===== src/rtl/psm_deadtime_pkg.sv =====
// Shared types and constants for the multi-channel dead-time generator.
// Output pair layout: bit HI_IDX drives the high-side switch, bit LO_IDX the low side.
package psm_deadtime_pkg;

  localparam int DEF_BITS_DATA = 8;
  localparam int HI_IDX        = 0;
  localparam int LO_IDX        = 1;

  typedef enum logic [2:0] {
    OFF,
    HI_ON,
    LO_ON,
    DT_HI,
    DT_LO
  } chState_e;

endpackage


===== src/rtl/psm_deadtime_mc_if.sv =====
// Control/status bundle between the modulators and the dead-time generator.
// The master drives configuration and PSM bits; the slave returns the gate pairs and status.
interface psm_deadtime_mc_if #(
  parameter int CHANNELS  = 3,
  parameter int BITS_DATA = psm_deadtime_pkg::DEF_BITS_DATA
);

  logic [BITS_DATA-1:0]  iDT_RISE;
  logic [BITS_DATA-1:0]  iDT_FALL;
  logic                  iEN;
  logic                  iFAULT;
  logic                  iFAULT_CLR;
  logic [CHANNELS-1:0]   iPSM;
  logic [2*CHANNELS-1:0] oPSM;
  logic [CHANNELS-1:0]   oDT_ACTIVE;
  logic                  oFAULT;

  modport master (
    output iDT_RISE, iDT_FALL, iEN, iFAULT, iFAULT_CLR, iPSM,
    input  oPSM, oDT_ACTIVE, oFAULT
  );

  modport slave (
    input  iDT_RISE, iDT_FALL, iEN, iFAULT, iFAULT_CLR, iPSM,
    output oPSM, oDT_ACTIVE, oFAULT
  );

endinterface


===== src/rtl/psm_deadtime_ch.sv =====
// One complementary channel: a turn-on is only reached after an uninterrupted dead-time interval.
// Outputs are registered from a decode of the next state, so they change together with the state.
module psm_deadtime_ch
  import psm_deadtime_pkg::*;
#(
  parameter int BITS_DATA = DEF_BITS_DATA
) (
  input  logic                 CLK,
  input  logic                 RST,
  input  logic                 i_run,
  input  logic                 i_psm,
  input  logic [BITS_DATA-1:0] i_dtRise,
  input  logic [BITS_DATA-1:0] i_dtFall,
  output logic [1:0]           o_psm,
  output logic                 o_dtActive
);

  chState_e             r_state;
  chState_e             w_nextState;
  logic [BITS_DATA-1:0] r_cnt;
  logic [BITS_DATA-1:0] w_cntNext;
  logic [BITS_DATA-1:0] w_riseEff;
  logic [BITS_DATA-1:0] w_fallEff;
  logic [1:0]           r_psm;
  logic [1:0]           w_psmNext;
  logic                 r_dtActive;
  logic                 w_dtActiveNext;

  // A zero dead time still guarantees one both-off cycle.
  assign w_riseEff = (i_dtRise == '0) ? BITS_DATA'(1) : i_dtRise;
  assign w_fallEff = (i_dtFall == '0) ? BITS_DATA'(1) : i_dtFall;

  always_ff @(posedge CLK or posedge RST) begin
    if (RST) begin
      r_state    <= OFF;
      r_cnt      <= '0;
      r_psm      <= 2'b00;
      r_dtActive <= 1'b0;
    end else begin
      r_state    <= w_nextState;
      r_cnt      <= w_cntNext;
      r_psm      <= w_psmNext;
      r_dtActive <= w_dtActiveNext;
    end
  end

  always_comb begin
    w_nextState = r_state;
    w_cntNext   = r_cnt;
    if (!i_run) begin
      w_nextState = OFF;
      w_cntNext   = '0;
    end else begin
      case (r_state)
        OFF: begin
          w_nextState = i_psm ? DT_HI : DT_LO;
          w_cntNext   = i_psm ? w_riseEff : w_fallEff;
        end
        HI_ON: begin
          if (!i_psm) begin
            w_nextState = DT_LO;
            w_cntNext   = w_fallEff;
          end
        end
        LO_ON: begin
          if (i_psm) begin
            w_nextState = DT_HI;
            w_cntNext   = w_riseEff;
          end
        end
        // A reversal restarts the opposite interval from its full length.
        DT_HI: begin
          if (!i_psm) begin
            w_nextState = DT_LO;
            w_cntNext   = w_fallEff;
          end else if (r_cnt <= BITS_DATA'(1)) begin
            w_nextState = HI_ON;
            w_cntNext   = '0;
          end else begin
            w_cntNext = r_cnt - BITS_DATA'(1);
          end
        end
        DT_LO: begin
          if (i_psm) begin
            w_nextState = DT_HI;
            w_cntNext   = w_riseEff;
          end else if (r_cnt <= BITS_DATA'(1)) begin
            w_nextState = LO_ON;
            w_cntNext   = '0;
          end else begin
            w_cntNext = r_cnt - BITS_DATA'(1);
          end
        end
        default: begin
          w_nextState = OFF;
          w_cntNext   = '0;
        end
      endcase
    end
  end

  always_comb begin
    w_psmNext      = 2'b00;
    w_dtActiveNext = 1'b0;
    case (w_nextState)
      HI_ON:        w_psmNext[HI_IDX] = 1'b1;
      LO_ON:        w_psmNext[LO_IDX] = 1'b1;
      DT_HI, DT_LO: w_dtActiveNext    = 1'b1;
      default:      w_psmNext         = 2'b00;
    endcase
  end

  assign o_psm      = r_psm;
  assign o_dtActive = r_dtActive;

endmodule


===== src/rtl/psm_deadtime_mc.sv =====
// N-channel dead-time generator: fault latch, registered enable/run decode and the channel array.
// Disabling or tripping takes effect one edge after the request is sampled.
module psm_deadtime_mc
  import psm_deadtime_pkg::*;
#(
  parameter int CHANNELS  = 3,
  parameter int BITS_DATA = DEF_BITS_DATA
) (
  input logic               CLK,
  input logic               RST,
  psm_deadtime_mc_if.slave  bus
);

  logic                  r_fault;
  logic                  r_en;
  logic                  w_run;
  logic [2*CHANNELS-1:0] w_psm;
  logic [CHANNELS-1:0]   w_dtActive;

  // Set has priority over clear, so a held fault cannot be cleared away.
  always_ff @(posedge CLK or posedge RST) begin
    if (RST) begin
      r_fault <= 1'b0;
      r_en    <= 1'b0;
    end else begin
      r_en <= bus.iEN;
      if (bus.iFAULT) begin
        r_fault <= 1'b1;
      end else if (bus.iFAULT_CLR) begin
        r_fault <= 1'b0;
      end
    end
  end

  assign w_run = r_en & ~r_fault;

  for (genvar n = 0; n < CHANNELS; n++) begin : g_ch
    psm_deadtime_ch #(
      .BITS_DATA(BITS_DATA)
    ) u_ch (
      .CLK       (CLK),
      .RST       (RST),
      .i_run     (w_run),
      .i_psm     (bus.iPSM[n]),
      .i_dtRise  (bus.iDT_RISE),
      .i_dtFall  (bus.iDT_FALL),
      .o_psm     (w_psm[2*n +: 2]),
      .o_dtActive(w_dtActive[n])
    );
  end

  assign bus.oPSM       = w_psm;
  assign bus.oDT_ACTIVE = w_dtActive;
  assign bus.oFAULT     = r_fault;

endmodule

===== src/flat_wrapper.sv =====
// flat-port wrapper written by rule: the top's interface ports become plain ports
module psm_deadtime_mc_flat import psm_deadtime_pkg::*;
#(
  parameter int CHANNELS  = 3,
  parameter int BITS_DATA = DEF_BITS_DATA
)
  (CLK, RST, bus_iDT_RISE, bus_iDT_FALL, bus_iEN, bus_iFAULT, bus_iFAULT_CLR, bus_iPSM, bus_oPSM, bus_oDT_ACTIVE, bus_oFAULT);
  psm_deadtime_mc_if #(.CHANNELS(CHANNELS), .BITS_DATA(BITS_DATA)) bus_i ();
  input logic CLK;
  input logic RST;
  input wire logic [$bits(bus_i.iDT_RISE)-1:0] bus_iDT_RISE;
  input wire logic [$bits(bus_i.iDT_FALL)-1:0] bus_iDT_FALL;
  input wire logic [$bits(bus_i.iEN)-1:0] bus_iEN;
  input wire logic [$bits(bus_i.iFAULT)-1:0] bus_iFAULT;
  input wire logic [$bits(bus_i.iFAULT_CLR)-1:0] bus_iFAULT_CLR;
  input wire logic [$bits(bus_i.iPSM)-1:0] bus_iPSM;
  output wire logic [$bits(bus_i.oPSM)-1:0] bus_oPSM;
  output wire logic [$bits(bus_i.oDT_ACTIVE)-1:0] bus_oDT_ACTIVE;
  output wire logic [$bits(bus_i.oFAULT)-1:0] bus_oFAULT;
  assign bus_i.iDT_RISE = bus_iDT_RISE;
  assign bus_i.iDT_FALL = bus_iDT_FALL;
  assign bus_i.iEN = bus_iEN;
  assign bus_i.iFAULT = bus_iFAULT;
  assign bus_i.iFAULT_CLR = bus_iFAULT_CLR;
  assign bus_i.iPSM = bus_iPSM;
  assign bus_oPSM = bus_i.oPSM;
  assign bus_oDT_ACTIVE = bus_i.oDT_ACTIVE;
  assign bus_oFAULT = bus_i.oFAULT;
  psm_deadtime_mc #(.CHANNELS(CHANNELS), .BITS_DATA(BITS_DATA)) u_core (.CLK(CLK), .RST(RST), .bus(bus_i));
endmodule

===== config.mk =====
export PLATFORM = sky130hd
export DESIGN_NAME = psm_deadtime_mc_flat
export DESIGN_NICKNAME = d
export VERILOG_FILES = /design/src/rtl/psm_deadtime_pkg.sv /design/src/rtl/psm_deadtime_mc_if.sv /design/src/rtl/psm_deadtime_ch.sv /design/src/rtl/psm_deadtime_mc.sv /design/src/flat_wrapper.sv
export SDC_FILE = /design/constraint.sdc
export NUM_CORES = 1
export LEC_CHECK = 0
export ABC_AREA = 1
export BUFFER_PORTS_ARGS = -buffer_cell sky130_fd_sc_hd__buf_2
export CAP_MARGIN = 20
export CORE_ASPECT_RATIO = 0.5
export CORE_UTILIZATION = 54
export DETAILED_ROUTE_END_ITERATION = 12
export PLACE_DENSITY = 0.77
export SLEW_MARGIN = 0
export SYNTH_ARGS = -nofsm -noshare
export SYNTH_HDL_FRONTEND = slang
export SYNTH_SLANG_ARGS = --single-unit

===== constraint.sdc =====
create_clock -name CLK -period 1.6 [get_ports CLK]
set_clock_uncertainty 0.15 [all_clocks]
set_input_delay 0.32 -clock CLK [delete_from_list [all_inputs] [get_ports CLK]]
set_output_delay 0.32 -clock CLK [all_outputs]
set_load 0.005 [all_outputs]

# == Yosys cells after proc, flatten, opt, wreduce, memory -nomap -nowiden ==
# Index checks and enable logic that the tools add are counted.
# word_totals
word_cells,128
input_bits,24
out_inout_bits,10
register_bits,44
# op_classes
mux,64
n_eq_ne,30
n_reduce_logical,12
magnitude_cmp,3
add_sub_neg,3
bitwise,2
# op_table
op,count
two-way mux 8 bit,23
case mux 8 bit (5 select lines),3
two-way mux 3 bit,24
case mux 3 bit (5 select lines),3
equality test 3 x 2 -> 1 bit (second input constant),12
less-or-equal comparator 8 x 1 -> 1 bit (second input constant),3
subtractor 8 x 1 -> 8 bit (second input constant),3
equality test 3 x 1 -> 1 bit (second input constant),6
equality test 3 bit (second input constant),6
inequality test 3 bit (second input constant),6
zero test 8 bit,2
two-way mux 1 bit,11
zero test 3 bit,3
AND reduction 2 bit,3
OR reduction 2 bit,3
nonzero test 2 bit,1
AND 1 bit,1
inverter 1 bit,1

# == Depth between registers and ports, before layout ==
# Gate-level depths: netlist (run 1).
# logic_depth
depth_word,8
ltp_mapped,11
mapped_depth_nobuf,11

# == Modules after synthesis ==
# Synthesis (run 1) repeated with hierarchy kept, for this count alone.
# hier_totals
hier_cells,531
hier_area_um2,3415.8
# by_module_without_submodules
module,seq_area_each_um2,cells_each,instances,area_per_inst_um2
psm_deadtime_ch at u_core.g_ch[0].u_ch ...,350.3,174,2,1114.8
psm_deadtime_ch at u_core.g_ch[2].u_ch,350.3,174,1,1109.8
psm_deadtime_mc,50.0,9,1,76.3

# == Worst setup path before layout (run 1) ==
# Ideal clock, no wire load.
# synth_timing
path_type,flip-flop to flip-flop
startpoint,reg u_core.g_ch[1].u_ch.r_cnt[0]
endpoint,reg u_core.g_ch[1].u_ch.r_cnt[7]
synth_period_minus_slack_ps,1576
stages_incl_launch_ff,12
arrival_ps,1310
path_buffers,0
setup_slack_ps,24
t_required_ps,1333
setup_ps,117
path_cell_list,dfrtp_1 > inv_1 > ha_1 > nor2_1 > nor2_1 > nand2_1 > nand2_1 > inv_2 > nand2_1 > nand2_1 > nand2_1 > nand2_1
# synth_via
elab_chain_cells,5
elab_cells_between_ends,7
classes_between,1 x add/sub; 1 x order compare; 5 x mux
# synth_lines
item,line_no,source
from (decl),psm_deadtime_ch.sv:20,logic [BITS_DATA-1:0] r_cnt;
from (signal assigned),psm_deadtime_ch.sv:41,r_cnt <= w_cntNext;
subtractor 8 x 1 -> 8 bit / less-or-equal comparator 8 x 1 -> 1 bit (equally long branches),--,
two-way mux 8 bit *,"psm_deadtime_ch.sv:76, psm_deadtime_ch.sv:87",
two-way mux 8 bit (on tied branches),"psm_deadtime_ch.sv:84, psm_deadtime_ch.sv:73",
case mux 8 bit (5 select lines) *,psm_deadtime_ch.sv:54,case (r_state)
two-way mux 8 bit *,psm_deadtime_ch.sv:50,if (!i_run) begin
# Mark *: on every way between the ends. The rest lies on a longest branch, timed or not.
# A chain may end at the register's enable or synchronous reset.

# == Worst setup path after layout (run 1) ==
# layout_timing
startpoint,reg u_core.g_ch[1].u_ch.r_cnt[1]
endpoint,reg u_core.g_ch[1].u_ch.r_dtActive
# layout_via
elab_chain_cells,8
elab_cells_between_ends,11
classes_between,1 x order compare; 2 x eq/ne; 7 x mux; 1 x reduce/logical
# layout_lines
item,line_no,source
less-or-equal comparator 8 x 1 -> 1 bit *,"psm_deadtime_ch.sv:76, psm_deadtime_ch.sv:87",
two-way mux 3 bit (on tied branches),"psm_deadtime_ch.sv:87, psm_deadtime_ch.sv:76",
two-way mux 3 bit (on tied branches),"psm_deadtime_ch.sv:84, psm_deadtime_ch.sv:73",
case mux 3 bit (5 select lines) *,psm_deadtime_ch.sv:54,
two-way mux 3 bit *,psm_deadtime_ch.sv:50,
equality test 3 x 2 -> 1 bit / equality test 3 bit (equally long branches),psm_deadtime_ch.sv:105,case (w_nextState)
OR reduction 2 bit *,psm_deadtime_ch.sv:105,
two-way mux 1 bit *,psm_deadtime_ch.sv:105,
via u_core.g_ch[1].u_ch.w_dtActiveNext,psm_deadtime_ch.sv:27,logic w_dtActiveNext;
to (signal assigned),psm_deadtime_ch.sv:43,r_dtActive <= w_dtActiveNext;
to (decl),psm_deadtime_ch.sv:26,logic r_dtActive;
# The timed path passes the listed nets; every way through them passes the cells marked *.

==> results of run 1 <==
[metal layers]
layer | wire length, µm | part of all wire (%) | up-vias
li1 | - | - | 1798
met1 | 4130 | 45 | 1616
met2 | 4200 | 46 | 131
met3 | 607 | 6.6 | 24
met4 | 193 | 2.1 | 0
met5 | 0 | 0 | -
[worst min path at each step]
stage	endpoint	from
finish	u_core.bus.oFAULT$_DFFE_PP0P_	bus_iFAULT_CLR
global route	u_core.bus.oFAULT$_DFFE_PP0P_	bus_iFAULT_CLR
floorplan	u_core.r_en$_DFF_PP0_	bus_iEN
detailed placement	u_core.g_ch[2].u_ch.o_dtActive$_DFF_PP0_	RST
global placement	u_core.g_ch[2].u_ch.o_psm[0]$_DFF_PP0_	RST
CTS	u_core.bus.oFAULT$_DFFE_PP0P_	bus_iFAULT_CLR
[cells in the final DEF (no fill, tap or decap), drive strengths merged, types with 4 or more instances in the layout]
cell type  synthesis  final
nand4              6      6
nand2            257    257
dfrtp             44     44
a21oi             10     10
nand3b             4      4
nand3             43     43
nor2              56     56
clkbuf             0      5
o21bai             4      4
xor2               7      7
buf                3     64
ha                 6      6
o21ai             17     17
inv               88     88
[per-stage QoR]
step	hold WS, ns	cell area [µm²]	setup TNS (ns)
final	0.0431	4310	-0.000534
after global routing	0.0487	4310	-1.39
after CTS	0.0436	4060	0
after detailed placement	0.143	3800	-0.180
after global placement	0.143	3800	0
after floorplan	0.201	3360	0
[flip-flops by register name, summed over array words and instances (netlist names)]
register                     count
u_core.g_ch.u_ch.r_cnt          24
u_core.g_ch.u_ch.r_state         9
u_core.g_ch.u_ch.o_psm           6
u_core.g_ch.u_ch.o_dtActive      3
u_core.bus.oFAULT                1
u_core.r_en                      1
[critical path, delay by kind of cell (launching register included)]
family / cells / cell delay [ns]
adder cells (fa/ha/maj): 1 / 0.17
flip-flops: 1 / 0.42
buffers and inverters: 2 / 0.16
AND/OR/NAND/NOR: 5 / 0.54
AO/OA/AOI/OAI: 1 / 0.06
[power groups by stage]
stage | logic [mW] | registers [mW] | clock network [mW]
floorplan | 0.521 | 1.21 | 0
global placement | 0.739 | 1.21 | 0
detailed placement | 0.749 | 1.21 | 0
CTS | 0.770 | 1.19 | 1.54
global route | 0.965 | 1.21 | 1.57
finish | 0.863 | 1.20 | 1.53
[final cells by class]
class                           count  area share [%]
Sequential cell                    44            25.7
Clock buffer                        5            2.90
Timing Repair Buffer               66            10.3
Tap cell                           84            2.44
Clock inverter                      3            2.09
Inverter                           88            7.72
Multi-Input combinational cell    410            48.9
[logic make-up after synthesis]
kind of cell / count (synthesis) / share of synthesized area [%]
AO/OA/AOI/OAI: 31 / 6.49
XOR/XNOR: 7 / 1.83
adder cells (fa/ha/maj): 6 / 2.24
buffers and inverters: 91 / 10.5
flip-flops: 44 / 32.8
AND/OR/NAND/NOR: 366 / 46.1
[what timing repair did]
item                       CTS  global route
resized for setup            6            58
setup endpoints to repair   16            36
pin swaps                    5            26
hold buffers                 2             0
hold endpoints to repair    14             0
buffers inserted             1             5
==> results.md, run 1 <==
| Parameter | This run |
|:---|:---|
| Sink count of the clock tree | 44 |
| Ports placed on the boundary | 34 |
| DRC violation total after the first TritonRoute iteration | 369 |
| Post-route DRC | 0 |
| Final setup violation count | 1 |
| Synth top cells by count | 251 x sky130_fd_sc_hd__nand2_1, 78 x sky130_fd_sc_hd__inv_1, 44 x sky130_fd_sc_hd__dfrtp_1 |
| Nets | 645 |
| First-pass GRT wire length | 14400 µm |
| Antenna violations before repair | 0 |
| EDFF count, synth | 0 |
| Setup repair after global routing missed its margin | true |
| Total iterations of the first detailed-routing run | 6 |
| Sequential element share of the synthesized area | 32.8% |
| Final routed wire length divided by cell count | 13.0 µm |
| Setup slack after layout | -0.000534 ns |
| Overall routed net length | 9130 µm |
| Pwr per Cell Area | 834 nW/µm² |
| CTS Buf Count | 5 |
| Slew of the pin with the lowest slew margin | 0.342 ns |
| Clock transition at the registers of the reported paths | 0.07 ns |
| Hold path cells | 2 |
| Yosys top cell area share | 32.8% |
| Sort of element at the start of the critical path | flip-flop |
| Ratio of cells with drive above 1 in the final layout | 25.6% |
| Number of cells on the worst reg-to-reg path | 9 |
| Switching part of the total | 29.3% |
| Power Internal | 2.54 mW |
| Chip Height | 57.7 µm |
| Area inside the core boundary | 5730 µm² |
| Cell taking the most area after synthesis | sky130_fd_sc_hd__dfrtp_1 |
| Synth warnings | 0 |
| CTS tree | yes |
| Crit-path most repeated cell | sky130_fd_sc_hd__nor2_1 |
| Bufs on Longest Clock Path | 2 |
| H-tree levels | 2 |
| Final critical-path required period | 1.60 ns |
| Clk root buf | sky130_fd_sc_hd__clkbuf_16 |
| Part of the power in registers | 33.5% |
| Gpl congestion | 0.898 |
| Clock Latency Late Sink | 0.30 ns |
| Global routing met3 resource utilization | 6.28% |
| Delay of the slowest cell on the worst path | 0.42 ns |
| Number of global-route vias before repair | 3148 |
| Most frequently used flop master after synthesis | sky130_fd_sc_hd__dfrtp_1 |
| Leakage power total | 2.47 nW |
| Area added between synthesis and finish | 28.5% |
| Synthesized area | 3360 µm² |
| Violations in the final reports | setup timing |
| Number of cells produced by synthesis | 545 |
| Antenna Nets Post-Route | 0 |
| Fraction of power consumed by combinational cells | 24.0% |
| Required time reported for the critical path endpoint | 1.65 ns |
| Post-Syn Area per Cell | 6.16 µm² |
| Post-synthesis net count | 575 |
| Number of hold violations in the final report | 0 |
| Maximum number of pins on one net before global-route repair | 32 |
| Total area of sequential cells | 1110 µm² |
| Number of pins with negative max-slew slack in the final report | 0 |
| Library cell with the highest instance count after synthesis | sky130_fd_sc_hd__nand2_1 |
| # placed instances | 684 |
| Met2 track demand over resource | 45.7% |
| Largest fanout of any net on the critical path | 4 |
| FP Rows | 19 |
| Overflow after GRT | 0 |
| Kind of end point of the critical path | flip-flop |
| Flops & latches, synth | 44 |
| Highest ir drop seen on vdd | 0.601 mV |
| Top post-synthesis cells by area | sky130_fd_sc_hd__dfrtp_1 33%, sky130_fd_sc_hd__nand2_1 28%, sky130_fd_sc_hd__inv_1 8.7% |
| Post-DP HPWL | 6210 µm |
| Path category of the worst min-delay check | input pin to flip-flop |
| Endpoint of the lowest-slack register-to-register path | u_core.g_ch[1].u_ch.o_dtActive$_DFF_PP0_ |
| Portion of the clock cycle consumed by the worst path in the final layout | 100% |
| Crit path capture | u_core.g_ch[1].u_ch.o_dtActive$_DFF_PP0_ |
| Unique masters post-synth | 24 |
| Overall Power | 3.60 mW |
| Fill cell count | 458 |
| Die ar. | 6550 µm² |
| Slowest cell on crit path | sky130_fd_sc_hd__dfrtp_1 |
| Count of vias placed by the detailed router | 3569 |
| Antenna Cells | 0 |
| Worst setup path startpoint | u_core.g_ch[1].u_ch.r_cnt[1]$_DFFE_PP0P_ |
| Number of maximum-capacitance violations | 0 |
| Global-route layer with the greatest usage | met2 |
| Width of the die | 113 µm |
| Result of the run | finished with violations |
| Post-layout utilization of the core | 75.3% |
| Starting Density | 58.6% |
| FFs w/ async S/R, synth | 100% |
| Global routing met1 resource utilization | 38.9% |
| Cell chain of the critical path | inv_2 -> ha_4 -> o21ai_2 -> nor2_2 -> nor2_1 -> nor2_1 -> nand3_1 -> nand2_1 -> inv_1 |
| Worst slack after detailed placement | -0.0411 ns |
| Area of combinational cells with multiple inputs | 2110 µm² |
| Quantity of I/O buffers inserted on ports | 33 |
| Total routing resource utilization after global routing | 28.7% |
| Critical path arrival | 1.65 ns |
| Vias per std cell | 5.10 |
| Share of power burned in the clock network | 42.5% |
| Non-Filler Instances | 700 |
| Max-Slew Margin vs Limit | 77.2% |
| Net switching power figure | 1.05 mW |
| Launch point of the worst reg-to-reg path | u_core.g_ch[1].u_ch.r_cnt[1]$_DFFE_PP0P_ |
| Slack of the worst reg-to-reg path | -0.0005 ns |
| Worst Path Class, Setup | flip-flop to flip-flop |
| Highest attainable clock frequency | 625 MHz |
No activity file was read; power rests on OpenSTA's default activity.
==> run 2: changes to the inputs <==
--- a/config.mk
+++ b/config.mk
@@ -12,6 +12,7 @@
 export CORE_UTILIZATION = 54
 export DETAILED_ROUTE_END_ITERATION = 12
 export PLACE_DENSITY = 0.77
+export REMOVE_ABC_BUFFERS = 1
 export SLEW_MARGIN = 0
 export SYNTH_ARGS = -nofsm -noshare
 export SYNTH_HDL_FRONTEND = slang
==> run 2 against run 1 <==
The flow still finishes with violations (setup timing). Critical path depth did not move. Via count is 0.98% lower. Register-to-register slack lost 0.04 ns. Hold slack gained 0.0045 ns. Routed wire length decreased by 1.2%. Power is 13% lower. Combinational power hardly changed. Global-route usage decreased by 0.79 points. Clock power shrank 31%.
==> results.md, run 2 (same netlist as run 1, synthesis figures left out) <==
| Parameter | This run |
|:---|:---|
| H-tree levels | 2 |
| Maximum number of pins on one net before global-route repair | 27 |
| Delay of the slowest cell on the worst path | 0.40 ns |
| WHS | 0.0476 ns |
| Final critical-path required period | 1.64 ns |
| Number of cells on the worst reg-to-reg path | 9 |
| Final routed wire length divided by cell count | 12.8 µm |
| Power Internal | 2.10 mW |
| Setup TNS | -0.0884 ns |
| First-pass GRT wire length | 14200 µm |
| Area added between synthesis and finish | 27.2% |
| Width of the die | 113 µm |
| Total iterations of the first detailed-routing run | 5 |
| Chip Height | 57.7 µm |
| Worst slack after detailed placement | -0.0441 ns |
| Post-route DRC | 0 |
| Number of global-route vias before repair | 3116 |
| Number of pins with negative max-slew slack in the final report | 0 |
| Area of combinational cells with multiple inputs | 2120 µm² |
| Sink count of the clock tree | 44 |
| Slew of the pin with the lowest slew margin | 0.435 ns |
| Sort of element at the start of the critical path | flip-flop |
| Clk root buf | sky130_fd_sc_hd__clkbuf_16 |
| Leakage power total | 2.46 nW |
| FP Rows | 19 |
| Highest ir drop seen on vdd | 0.474 mV |
| Fraction of power consumed by combinational cells | 27.6% |
| Antenna Nets Post-Route | 0 |
| Clock Latency Late Sink | 0.29 ns |
| Largest fanout of any net on the critical path | 4 |
| Setup repair after global routing missed its margin | true |
| Path category of the worst min-delay check | input pin to flip-flop |
| Cell chain of the critical path | inv_2 -> ha_4 -> o21ai_2 -> nor2_1 -> nor2_1 -> nor2_2 -> nand3_2 -> nand2_1 -> inv_1 |
| Slowest cell on crit path | sky130_fd_sc_hd__dfrtp_1 |
| Worst Path Class, Setup | flip-flop to flip-flop |
| Max-Slew Margin vs Limit | 70.9% |
| Share of power burned in the clock network | 34.0% |
| Kind of end point of the critical path | flip-flop |
| Top library cells by usage in the layout, fill and taps aside | 237 x sky130_fd_sc_hd__nand2_1, 69 x sky130_fd_sc_hd__inv_1, 39 x sky130_fd_sc_hd__dfrtp_1 |
| Non-Filler Instances | 703 |
| Overall Power | 3.13 mW |
| Levels on crit path | 9 |
| Antenna violations before repair | 0 |
| Starting Density | 58.6% |
| Max reg flops | 24 |
| Violations in the final reports | setup timing |
| Portion of the clock cycle consumed by the worst path in the final layout | 103% |
| Switching part of the total | 32.8% |
| Most frequent standard cell in the layout excluding fill and tap cells | sky130_fd_sc_hd__nand2_1 |
| CTS Buf Count | 5 |
| Number of maximum-capacitance violations | 0 |
| CP Buf/Inv Count | 2 |
| Post-route cell area | 4270 µm² |
| Vias per std cell | 5.03 |
| Part of the power in registers | 38.5% |
| Net switching power figure | 1.03 mW |
| Post-DP HPWL | 6240 µm |
| Total area of sequential cells | 1110 µm² |
| Critical path arrival | 1.68 ns |
| Final setup violation count | 3 |
| DRC violation total after the first TritonRoute iteration | 297 |
| Total routing resource utilization after global routing | 27.9% |
| Area inside the core boundary | 5730 µm² |
| Hold path cells | 2 |
| Result of the run | finished with violations |
| Pwr per Cell Area | 733 nW/µm² |
| Post-Place Cell Area | 3800 µm² |
| Ratio of cells with drive above 1 in the final layout | 26.8% |
| Overall routed net length | 9020 µm |
| Count of vias placed by the detailed router | 3534 |
| Gpl congestion | 0.895 |
| Die ar. | 6550 µm² |
| Fill cell count | 460 |
| Quantity of I/O buffers inserted on ports | 33 |
| Nets | 648 |
| Required time reported for the critical path endpoint | 1.64 ns |
| Ports placed on the boundary | 34 |
| Clock transition at the registers of the reported paths | 0.06 ns |
| # placed instances | 683 |
| Cell type group with the largest total delay on the critical path | simple AND/OR/NAND/NOR gates |
| Bufs on Longest Clock Path | 2 |
| Highest attainable clock frequency | 608 MHz |
| Setup slack after layout | -0.0438 ns |
| Post-layout utilization of the core | 74.5% |
| Crit-path most repeated cell | sky130_fd_sc_hd__nor2_1 |
| Antenna Cells | 0 |
| CTS tree | yes |
| Number of hold violations in the final report | 0 |
| Overflow after GRT | 0 |
| Most flops, register | u_core.g_ch.u_ch.r_cnt |
-- run 2: power by group through the flow --
stage / clock network (mW) / registers (mW) / logic (mW)
after floorplan: 0 / 1.21 / 0.511
after global placement: 0 / 1.21 / 0.737
after detailed placement: 0 / 1.22 / 0.749
after CTS: 1.07 / 1.20 / 0.771
after global routing: 1.12 / 1.21 / 0.965
final: 1.06 / 1.20 / 0.863
-- run 2: layout make-up --
cell class / count / area share [%]
Multi-Input combinational cell: 410 / 49.6
Sequential cell: 44 / 25.9
Timing Repair Buffer: 69 / 10.7
Inverter: 88 / 7.85
Clock buffer: 6 / 3.25
Tap cell: 84 / 2.46
Clock inverter: 2 / 0.234
-- run 2: worst paths after layout --
check	start	endpoint	slack [ns]
hold reg to reg	u_core.g_ch[0].u_ch.r_cnt[1]$_DFFE_PP0P_	u_core.g_ch[0].u_ch.r_cnt[1]$_DFFE_PP0P_	0.36
hold / removal	bus_iFAULT_CLR	u_core.bus.oFAULT$_DFFE_PP0P_	0.05
setup reg to reg	u_core.g_ch[1].u_ch.r_cnt[1]$_DFFE_PP0P_	u_core.g_ch[1].u_ch.o_dtActive$_DFF_PP0_	-0.04
max in group asynchronous	RST	u_core.g_ch[0].u_ch.r_state[0]$_DFF_PP0_	0.37
setup / recovery	u_core.g_ch[1].u_ch.r_cnt[1]$_DFFE_PP0P_	u_core.g_ch[1].u_ch.o_dtActive$_DFF_PP0_	-0.04
min in group asynchronous	RST	u_core.g_ch[2].u_ch.r_cnt[3]$_DFFE_PP0P_	0.42
-- run 2: what timing repair did --
item                                    in CTS  in global routing
endpoints found under the setup margin      16                 36
pin swaps                                    3                 22
setup buffers                                3                  7
endpoints found under the hold margin       19                  0
resized for setup                            6                 65
hold buffers                                 2                  0
-- run 2: metal layers --
metal,wire length (µm),track usage [%],vias to the layer above
met5,0,0,-
met4,174,8.08,0
met3,453,5.44,26
met2,4190,46.6,104
met1,4200,37.5,1608
li1,-,-,1796
==> run 3: changes to the inputs <==
--- a/config.mk
+++ b/config.mk
@@ -11,6 +11,7 @@
 export CORE_ASPECT_RATIO = 0.5
 export CORE_UTILIZATION = 54
 export DETAILED_ROUTE_END_ITERATION = 12
+export HOLD_SLACK_MARGIN = 0.15
 export PLACE_DENSITY = 0.77
 export REMOVE_ABC_BUFFERS = 1
 export SLEW_MARGIN = 0
==> run 3 against run 2 <==
The run still ends with setup timing left. Register-to-register slack about the same. Maximum frequency grew 0.70%. Core utilization up 0.79 points. Sequential share of layout area is 0.24 points lower. Sequential power barely moved. Cell count grew 0.28%. Die area stayed put. First-iteration DRC count rose by 4.7%. Via count is 1.2% higher. Flip-flop and latch count stayed put. Clock-buffer cell count stayed put.
==> results.md, run 3 (same netlist as run 1, synthesis figures left out) <==
| Parameter | This run |
|:---|:---|
| Result of the run | finished with violations |
| Violations in the final reports | setup timing |
| Post-layout utilization of the core | 75.3% |
| Slowest cell on crit path | sky130_fd_sc_hd__dfrtp_1 |
| Antenna Cells | 0 |
| Number of maximum-capacitance violations | 0 |
| Maximum number of pins on one net before global-route repair | 27 |
| Most frequent standard cell in the layout excluding fill and tap cells | sky130_fd_sc_hd__nand2_1 |
| Slew of the pin with the lowest slew margin | 0.438 ns |
| Width of the die | 113 µm |
| Crit-path most repeated cell | sky130_fd_sc_hd__nor2_1 |
| Clock Latency Late Sink | 0.29 ns |
| Area of combinational cells with multiple inputs | 2120 µm² |
| Part of the power in registers | 38.3% |
| Post-route cell area | 4310 µm² |
| CTS Buf Count | 5 |
| Post-route DRC | 0 |
| Number of hold violations in the final report | 0 |
| Post-DP HPWL | 6240 µm |
| Final routed wire length divided by cell count | 13.4 µm |
| Total iterations of the first detailed-routing run | 5 |
| Nets | 650 |
| Total routing resource utilization after global routing | 28.4% |
| Clock transition at the registers of the reported paths | 0.06 ns |
| Worst Path Class, Setup | flip-flop to flip-flop |
| Number of pins with negative max-slew slack in the final report | 0 |
| FP Rows | 19 |
| Share of power burned in the clock network | 33.7% |
| Vias per std cell | 5.07 |
| Chip Height | 57.7 µm |
| H-tree levels | 2 |
| CTS tree | yes |
| Overflow after GRT | 0 |
| Area added between synthesis and finish | 28.6% |
| Highest ir drop seen on vdd | 0.475 mV |
| Post-Place Cell Area | 3800 µm² |
| Clk root buf | sky130_fd_sc_hd__clkbuf_16 |
| Fill cell count | 450 |
| Antenna Nets Post-Route | 0 |
| Net switching power figure | 1.04 mW |
| Delay of the slowest cell on the worst path | 0.41 ns |
| Gpl congestion | 0.895 |
| Sort of element at the start of the critical path | flip-flop |
| Most flops, register | u_core.g_ch.u_ch.r_cnt |
| Fraction of power consumed by combinational cells | 28.0% |
| Final setup violation count | 3 |
| DRC violation total after the first TritonRoute iteration | 311 |
| Area inside the core boundary | 5730 µm² |
| Starting Density | 58.6% |
| Top library cells by usage in the layout, fill and taps aside | 238 x sky130_fd_sc_hd__nand2_1, 69 x sky130_fd_sc_hd__inv_1, 38 x sky130_fd_sc_hd__dfrtp_1 |
| Largest fanout of any net on the critical path | 4 |
| Max reg flops | 24 |
| Leakage power total | 2.47 nW |
| Power Internal | 2.11 mW |
| Bufs on Longest Clock Path | 2 |
| Cell chain of the critical path | inv_2 -> ha_4 -> o21ai_2 -> nor2_1 -> nor2_1 -> nor2_2 -> nand3_2 -> nand2_1 -> inv_1 |
| Die ar. | 6550 µm² |
| Setup repair after global routing missed its margin | true |
| First-pass GRT wire length | 14400 µm |
| Overall routed net length | 9430 µm |
| Quantity of I/O buffers inserted on ports | 33 |
| Sink count of the clock tree | 44 |
| Ratio of cells with drive above 1 in the final layout | 26.6% |
| Required time reported for the critical path endpoint | 1.64 ns |
| Switching part of the total | 32.9% |
| Critical path arrival | 1.67 ns |
| Portion of the clock cycle consumed by the worst path in the final layout | 102% |
| Final critical-path required period | 1.63 ns |
| Total area of sequential cells | 1110 µm² |
| Max-Slew Margin vs Limit | 70.7% |
| Count of vias placed by the detailed router | 3577 |
| Path category of the worst min-delay check | input pin to flip-flop |
| Antenna violations before repair | 0 |
| Highest attainable clock frequency | 613 MHz |
| Number of global-route vias before repair | 3143 |
| Pwr per Cell Area | 730 nW/µm² |
| Setup slack after layout | -0.0324 ns |
| Kind of end point of the critical path | flip-flop |
| Ports placed on the boundary | 34 |
[run 3: cell type report]
class	count	area share, %
Multi-Input combinational cell	410	49.2
Tap cell	84	2.44
Sequential cell	44	25.7
Inverter	88	7.77
Clock inverter	2	0.232
Timing Repair Buffer	71	11.4
Clock buffer	6	3.22
[run 3: worst paths after layout]
path                                                     startpoint                                       end  slack [ns]  cells past startpoint
max                        u_core.g_ch[1].u_ch.r_cnt[1]$_DFFE_PP0P_  u_core.g_ch[1].u_ch.o_dtActive$_DFF_PP0_       -0.03                      9
min                                                     bus_iPSM[1]  u_core.g_ch[1].u_ch.r_state[2]$_DFF_PP0_        0.16                      2
max reg2reg                u_core.g_ch[1].u_ch.r_cnt[1]$_DFFE_PP0P_  u_core.g_ch[1].u_ch.o_dtActive$_DFF_PP0_       -0.03                      9
min reg2reg                u_core.g_ch[0].u_ch.r_cnt[1]$_DFFE_PP0P_  u_core.g_ch[0].u_ch.r_cnt[1]$_DFFE_PP0P_        0.36                      2
max in group asynchronous                                       RST  u_core.g_ch[0].u_ch.r_state[0]$_DFF_PP0_        0.37                      4
min in group asynchronous                                       RST  u_core.g_ch[2].u_ch.r_cnt[3]$_DFFE_PP0P_        0.42                      3
[run 3: metrics by stage]
| step | power, mW | setup TNS, ns | instances | hold WS (ns) | setup WS (ns) |
|---|---|---|---|---|---|
| final | 3.15 | -0.0568 | 705 | 0.161 | -0.0324 |
| after detailed placement | 1.96 | -0.0993 | 683 | 0.193 | -0.0441 |
| after floorplan | 1.72 | 0 | 542 | 0.201 | 0.0238 |
| after global routing | 3.31 | -1.46 | 705 | 0.175 | -0.131 |
| after CTS | 3.04 | 0 | 699 | 0.160 | 0.000626 |
| after global placement | 1.95 | 0 | 683 | 0.193 | 0.0145 |
[run 3: worst max-delay path: cells and delay by family, from the launching register on]
kind | cells | cell delay (ns)
DFF | 1 | 0.41
AOI/OAI and AO/OA | 1 | 0.06
and+or+nand+nor | 5 | 0.59
adders and majority gates | 1 | 0.17
buffers and inverters | 2 | 0.15
[run 3: layer usage]
layer  wire (µm)  GRT usage [%]
met1        4190           37.9
met4         167           8.08
met2        4500           47.8
met5           0              0
met3         570           5.44
[run 3: repair_timing]
action,4_1_cts,5_1_grt
hold buffers,5,1
pin swaps,3,27
endpoints found under the setup margin,16,37
setup buffers,3,6
resized for setup,6,67
hold endpoints to repair,21,1
[run 3: power groups by stage]
stage | Sequential [mW] | Clock [mW] | Combinational, mW
final | 1.21 | 1.06 | 0.883
after global routing | 1.21 | 1.11 | 0.985
after CTS | 1.20 | 1.07 | 0.777
after detailed placement | 1.22 | 0 | 0.749
after global placement | 1.21 | 0 | 0.737
after floorplan | 1.21 | 0 | 0.511
